==> config.mk <==
export PLATFORM = sky130hd
export DESIGN_NAME = shift_arbiter
export DESIGN_NICKNAME = d
export VERILOG_FILES = /design/src/rtl/shift_arbiter.sv
export SDC_FILE = /design/constraint.sdc
export NUM_CORES = 1
export LEC_CHECK = 0
export ABC_CLOCK_PERIOD_IN_PS = 3600
export CAP_MARGIN = 10
export CORE_UTILIZATION = 55
export CTS_BUF_LIST = sky130_fd_sc_hd__clkbuf_8
export CTS_CLUSTER_DIAMETER = 80
export DETAILED_ROUTE_END_ITERATION = 6
export PLACE_DENSITY = 0.93
export SLEW_MARGIN = 40
export SYNTH_ARGS = -nofsm -noshare
export SYNTH_HDL_FRONTEND = slang
export SYNTH_SLANG_ARGS = --single-unit
==> constraint.sdc <==
create_clock -name clk -period 3.6 [get_ports clk]
set_clock_uncertainty 0.15 [all_clocks]
set_input_delay 0.72 -clock clk [delete_from_list [all_inputs] [get_ports clk]]
set_output_delay 0.72 -clock clk [all_outputs]
set_load 0.005 [all_outputs]
==> src/rtl/shift_arbiter.sv <==
// -----------------------------------------------------------------------------
// shift_arbiter
//   Shares one SIZE-bit shift/rotate datapath between two requesters (A and B).
//   Round-robin arbitration picks a winner in IDLE, its operands are captured
//   on the handshake, the result is computed in a single registered EXEC cycle,
//   and it is then held in DONE until the consumer takes it.
//
// Parameters
//   SIZE        data width (expected to be a power of two so that every
//               howmany value is a legal rotate amount)
//   HW          howmany width, $clog2(SIZE)
//
// Ports
//   clk, rst_n                  clock (rising edge), asynchronous active-low reset
//   a_valid / a_ready           requester A handshake
//   a_rors, a_lorr              1 = rotate / 0 = logical shift; 1 = left / 0 = right
//   a_howmany, a_data           shift amount and operand
//   b_*                         same set for requester B
//   res_valid / res_ready       result handshake
//   res_data, res_id            result value; 0 = from A, 1 = from B
//
// Optional feature (macro SHIFT_ARB_STATS_EN)
//   stat_clr                    synchronous clear of both counters (wins over
//                               a same-cycle increment)
//   stat_a_cnt, stat_b_cnt      saturating per-requester handshake counters
// -----------------------------------------------------------------------------
module shift_arbiter #(
  parameter int SIZE = 8,
  parameter int HW   = $clog2(SIZE)
) (
  input  logic            clk,
  input  logic            rst_n,
  input  logic            a_valid,
  output logic            a_ready,
  input  logic            a_rors,
  input  logic            a_lorr,
  input  logic [HW-1:0]   a_howmany,
  input  logic [SIZE-1:0] a_data,
  input  logic            b_valid,
  output logic            b_ready,
  input  logic            b_rors,
  input  logic            b_lorr,
  input  logic [HW-1:0]   b_howmany,
  input  logic [SIZE-1:0] b_data,
  output logic            res_valid,
  input  logic            res_ready,
  output logic [SIZE-1:0] res_data,
  output logic            res_id
`ifdef SHIFT_ARB_STATS_EN
  ,
  input  logic            stat_clr,
  output logic [15:0]     stat_a_cnt,
  output logic [15:0]     stat_b_cnt
`endif
);

  typedef enum logic [1:0] {
    IDLE = 2'd0,
    EXEC = 2'd1,
    DONE = 2'd2
  } state_t;

  state_t state_q, state_d;

  // ptr_q = 1 means the next contested grant goes to B.
  logic ptr_q, ptr_d;
  logic grant_a, grant_b, accept;

  // Captured operation
  logic            op_rors_q;
  logic            op_lorr_q;
  logic [HW-1:0]   op_amt_q;
  logic [SIZE-1:0] op_data_q;
  logic            op_id_q;

  // Held result
  logic [SIZE-1:0] res_data_q;
  logic            res_id_q;

  // ---------------------------------------------------------------------------
  // Next-state / grant logic
  // ---------------------------------------------------------------------------
  always_comb begin
    state_d = state_q;
    ptr_d   = ptr_q;
    grant_a = 1'b0;
    grant_b = 1'b0;
    case (state_q)
      IDLE: begin
        if (a_valid && (!b_valid || !ptr_q)) begin
          grant_a = 1'b1;
        end else if (b_valid) begin
          grant_b = 1'b1;
        end
        if (grant_a || grant_b) begin
          state_d = EXEC;
          // After serving A, favour B next time, and vice versa.
          ptr_d   = grant_a;
        end
      end
      EXEC: state_d = DONE;
      DONE: begin
        if (res_ready) begin
          state_d = IDLE;
        end
      end
      default: state_d = IDLE;
    endcase
  end

  assign accept    = grant_a | grant_b;
  assign a_ready   = grant_a;
  assign b_ready   = grant_b;
  assign res_valid = (state_q == DONE);
  assign res_data  = res_data_q;
  assign res_id    = res_id_q;

  always_ff @(posedge clk or negedge rst_n) begin
    if (!rst_n) begin
      state_q <= IDLE;
      ptr_q   <= 1'b0;
    end else begin
      state_q <= state_d;
      ptr_q   <= ptr_d;
    end
  end

  // ---------------------------------------------------------------------------
  // Operand capture on the handshake
  // ---------------------------------------------------------------------------
  always_ff @(posedge clk or negedge rst_n) begin
    if (!rst_n) begin
      op_rors_q <= 1'b0;
      op_lorr_q <= 1'b0;
      op_amt_q  <= '0;
      op_data_q <= '0;
      op_id_q   <= 1'b0;
    end else if (accept) begin
      op_rors_q <= grant_a ? a_rors    : b_rors;
      op_lorr_q <= grant_a ? a_lorr    : b_lorr;
      op_amt_q  <= grant_a ? a_howmany : b_howmany;
      op_data_q <= grant_a ? a_data    : b_data;
      op_id_q   <= grant_b;
    end
  end

  // ---------------------------------------------------------------------------
  // Shifter datapath
  //   Rotates are taken from a doubled copy of the operand: shifting {d,d}
  //   left leaves the left-rotated word in the upper half, shifting it right
  //   leaves the right-rotated word in the lower half. An amount of 0 passes
  //   the operand straight through.
  // ---------------------------------------------------------------------------
  logic [2*SIZE-1:0] dbl, dbl_l, dbl_r;
  logic [SIZE-1:0]   exec_result;

  assign dbl   = {op_data_q, op_data_q};
  assign dbl_l = dbl << op_amt_q;
  assign dbl_r = dbl >> op_amt_q;

  always_comb begin
    exec_result = '0;
    case ({op_rors_q, op_lorr_q})
      2'b00: exec_result = op_data_q >> op_amt_q;
      2'b01: exec_result = op_data_q << op_amt_q;
      2'b10: exec_result = dbl_r[SIZE-1:0];
      2'b11: exec_result = dbl_l[2*SIZE-1:SIZE];
      default: exec_result = '0;
    endcase
  end

  always_ff @(posedge clk or negedge rst_n) begin
    if (!rst_n) begin
      res_data_q <= '0;
      res_id_q   <= 1'b0;
    end else if (state_q == EXEC) begin
      res_data_q <= exec_result;
      res_id_q   <= op_id_q;
    end
  end

`ifdef SHIFT_ARB_STATS_EN
  // ---------------------------------------------------------------------------
  // Handshake counters (saturating, clear has priority)
  // ---------------------------------------------------------------------------
  logic [15:0] stat_a_cnt_q, stat_b_cnt_q;

  always_ff @(posedge clk or negedge rst_n) begin
    if (!rst_n) begin
      stat_a_cnt_q <= '0;
      stat_b_cnt_q <= '0;
    end else if (stat_clr) begin
      stat_a_cnt_q <= '0;
      stat_b_cnt_q <= '0;
    end else begin
      if (grant_a && (stat_a_cnt_q != 16'hFFFF)) begin
        stat_a_cnt_q <= stat_a_cnt_q + 16'd1;
      end
      if (grant_b && (stat_b_cnt_q != 16'hFFFF)) begin
        stat_b_cnt_q <= stat_b_cnt_q + 16'd1;
      end
    end
  end

  assign stat_a_cnt = stat_a_cnt_q;
  assign stat_b_cnt = stat_b_cnt_q;
`endif

endmodule

Yosys cells after proc, flatten, opt, wreduce, memory -nomap -nowiden --
Index checks and enable logic that the tools add are counted.
Storage, ports and cells: register bits 26, input bits 31, output and inout port bits 12, logic and storage cells 45
Cells by class: equality and inequality tests 7, shift operators 4, multiplexer cells 15, bitwise operators 1, reduce and logical (&&, ||, !) cells 9
Operators with widths (number):
- 8-bit one-hot mux with 4 select lines | 1
- 16-bit by 3-bit left shift with 16-bit output | 1
- 16-bit by 3-bit right shift with 8-bit output | 1
- 1-bit two-way mux | 9
- 8-bit two-way mux | 1
- 8-bit by 3-bit left shift with 8-bit output | 1
- 8-bit by 3-bit right shift with 8-bit output | 1
- 2-bit == test, second input constant | 3
- 2-bit one-hot mux with 3 select lines | 1
- 2-bit by 1-bit == test with 1-bit output, second input constant | 2
- 2-bit zero test | 2
- 2-bit two-way mux | 2
- 2-bit AND reduction | 2
- 3-bit two-way mux | 1
- 1-bit zero test | 2
- 1-bit logical OR | 2
- 2-bit by 1-bit != test with 1-bit output, second input constant | 1
- 2-bit != test, second input constant | 1
- 1-bit logical AND | 1
- 1-bit bitwise OR | 1

Longest topological paths before layout --
depth in word-level cells 8, depth in mapped cells 7, gate-level depth less buffers 4

Worst setup path before layout --
Ideal clock, no wire load.
kind input-to-output, start point input port a_valid, end point output port a_ready, data arrival time 1.427 ns, data required time 2.730 ns, path slack 1.303 ns, stages 3, buffers on the path 1, path through a21bo_2 > nor3_1 > clkbuf_1
On the way: cells in the longest elaborated chain, start to end 4
RTL lines:
- start: declaration | RTL line 33 | input logic a_valid,
- 1-bit logical AND | RTL line 90 | if (a_valid && (!b_valid || !ptr_q)) begin
- 1-bit two-way mux | RTL line 90
- 1-bit two-way mux (2 in series) | RTL line 88 | case (state_q)
- end: declaration | RTL line 34 | output logic a_ready,
Every way passes these cells. The select of a mux whose other input is x is not followed.

Worst setup path after layout --
start point input port b_valid, end point output port b_ready
On the way: cells in the longest elaborated chain, start to end 6, elaborated cells on any way between the ends 7, classes of those cells mux: 4; reduce/logical: 3
RTL lines:
- start: declaration | RTL line 39 | input logic b_valid,
- 1-bit zero test | RTL line 90
- 1-bit logical OR | RTL line 90
- 1-bit logical AND | RTL line 90
- 1-bit two-way mux (*) | RTL line 90
- 1-bit two-way mux (*) (2 in series) | RTL line 88
- end: declaration | RTL line 40 | output logic b_ready,
Mark *: on every way between the ends. The rest lies on a longest branch, timed or not. The select of a mux whose other input is x is not followed.

==> summary.txt <==
Avg Cell Area, Syn = 9.48 µm²
setup slack after layout = 0.538 ns
remaining antenna violation count after routing = 0
area leader, netlist = dfrtp_1
Final Net Count = 252
Top FF cell, synth = dfrtp_1
fmax = 327 MHz
CTS H-tree depth = 1
Mapped Cells = 185
Slew Viols, Final = 0
Max Cap Viol = 0
RSZ-0062 raised after global routing = false
min cycle time layout = 3.06 ns
critical path data arrival time = 2.19 ns
TritonCTS clock tree = yes
status = complete, no violations
Inst Count DP = 260
routed vias/inst = 5.95
global-route congestion overflow total = 0
hold crit path type = register to register
Synth Warn # = 0
leakage power = 0.896 nW
worst path cell trace = clkdlybuf4s50_1, nor3b_2, nand2_1, inv_1, clkdlybuf4s50_1
I/O pin count = 43
Peak supply drop = 0.464 mV
area delta synth->final = 28.3%
Starting Density = 0.579
clock sink count = 26
fin cells = 264
Rows = 20
CP endpoint kind = output pin
antenna diode count = 0
Worst-Skew Late Latency = 0.27 ns
die width = 58.5 µm
critical path fanouts, max = 7
ratio of cells with drive above 1 in the final layout = 0.105
# resized after CTS = 0
Post-CTS Hold Buffers = 0
PwrDens = 906 mW/mm²
remaining routing DRC violations = 0
TNS Setup = 0 ns
Buffers & Inverters on Critical Path = 3
vias in the first global route = 1471
Final Hold Viols = 0
Longest Clk Path Bufs = 2
Yosys top cell area share = 0.371
pre-CTS setup slack = 0.567 ns
Tot GR Track Use = 0.259
CP most frequent cell = clkdlybuf4s50_1
syn_nets = 216
hpwl dp = 2880 µm
Num CTS Buffers = 3
Hold Worst Slack = 0.332 ns
main area contributors after synthesis = dfrtp_1, mux4_2, mux2i_1, nand2_1, a21oi_1
Die ar. = 0.00342 mm²
Async SR Flop Fraction = 1.00
final weighted congestion in routability-driven placement = 0.931
top-count cell post-synth = dfrtp_1
Worst-Margin Slew = 0.763 ns
mapped cell area = 0.00175 mm²
Synth top cells by count = dfrtp_1, nand2_1, mux2i_1
final setup fails = 0
Via Count = 1571
WL/cell = 14.7 µm
Core Area = 0.00303 mm²
CP top delay family = buffers and inverters
post-synthesis register bit count = 26
Total Wirelength = 3890 µm
Post-synth EDFFs = 0
largest net degree at the start of global routing = 30
Worst slew margin = 0.491
Startpoint Class = input pin
Setup Buffers After CTS = 0
Required @ worst endpoint = 2.73 ns
period utilization = 0.851
Reg clk slew, reported paths = 0.09 ns
Unique masters post-synth = 38
DIE HEIGHT = 58.5 µm
Critical-path top delay cell = clkdlybuf4s50_1
clk root buf = clkbuf_8
Max stage delay on crit path = 0.50 ns
first-pass GRT wire length = 6730 µm
Crit Path Class = input pin to output pin
Initial DRT Pass Iterations = 4
initial antenna violation count = 0
DR iter-0 viols = 56
port bufs = 42
share of the yosys chip area belonging to registers = 0.371
[per-layer routing]
layer	share of wire	track usage
met2	0.50	0.420
met3	0.061	0.0484
met5	0	0
met1	0.43	0.358
met4	0.010	0.0782
[sequential cells by signal (all words and copies together), names as in the netlist]
signal	count
res_data	8
op_id_q	1
op_rors_q	1
op_data_q	8
op_amt_q	3
ptr_q	1
op_lorr_q	1
state_q	2
res_id	1
[layout by cell type, fill, tap and decap left out, types with 2 or more instances in the layout]
cell	Yosys	routed
a211oi_1	3	3
a21o_1	2	2
a21oi_1	13	13
a311oi_1	3	3
a31oi_1	2	2
and2_1	2	2
buf_4	2	3
clkbuf_8	0	3
clkdlybuf4s50_1	0	42
dfrtp_1	26	25
inv_1	9	9
mux2i_1	15	15
mux4_2	9	9
nand2_1	24	24
nand2b_1	7	7
nand3_1	7	7
nor2_1	9	9
nor2b_1	2	2
o21ai_0	12	12
o22ai_1	5	5
o32ai_1	5	5
[logic make-up after synthesis]
logic type,count (synthesis),synth area share
AO/OA/AOI/OAI,51,0.188
buffers and inverters,23,0.0678
flip-flops,26,0.371
multiplexers,25,0.208
AND/OR/NAND/NOR,60,0.166
[worst reg2reg max path: stages (launching register included)]
cell and delay, ns:
dfrtp_1 0.80, mux4_2 0.62, a21o_1 0.20, a21oi_1 0.16, a311oi_1 0.06
[metrics by stage]
step           power (W)  area (µm²)  utilization
4_1_cts          0.00203        2250        0.743
2_1_floorplan    0.00148        1750            -
3_5_place_dp     0.00178        2180        0.719
3_3_place_gp     0.00174        2180        0.719
6_report         0.00204        2250        0.743
5_1_grt          0.00219        2250        0.743
[cell type report]
| class | instances | area [µm²] |
|---|---|---|
| Fill cell | 239 | 779 |
| Clock buffer | 3 | 41.3 |
| Inverter | 9 | 33.8 |
| Multi-Input combinational cell | 136 | 993 |
| Sequential cell | 26 | 652 |
| Timing Repair Buffer | 45 | 443 |
| Tap cell | 44 | 55.1 |
| Clock inverter | 1 | 30.0 |
[where the power goes]
group / internal, W / switching, W / leakage (nW)
logic: 0.000613 / 0.000457 / 0.561
clock network: 0.000149 / 0.0000948 / 0.0357
registers: 0.000440 / 0.000284 / 0.300
[final timing paths]
check                             from     endpoint  slack [ns]  depth (start not counted)
max in group asynchronous        rst_n  op_amt_q[0]        2.39                          2
min in group asynchronous        rst_n   state_q[1]        0.65                          2
setup / recovery               b_valid      b_ready        0.54                          5
setup reg to reg           op_amt_q[1]  res_data[2]        1.50                          4
hold / removal                  res_id       res_id        0.33                          2
hold reg to reg                 res_id       res_id        0.33                          2
No activity file was read; power rests on OpenSTA's default activity.
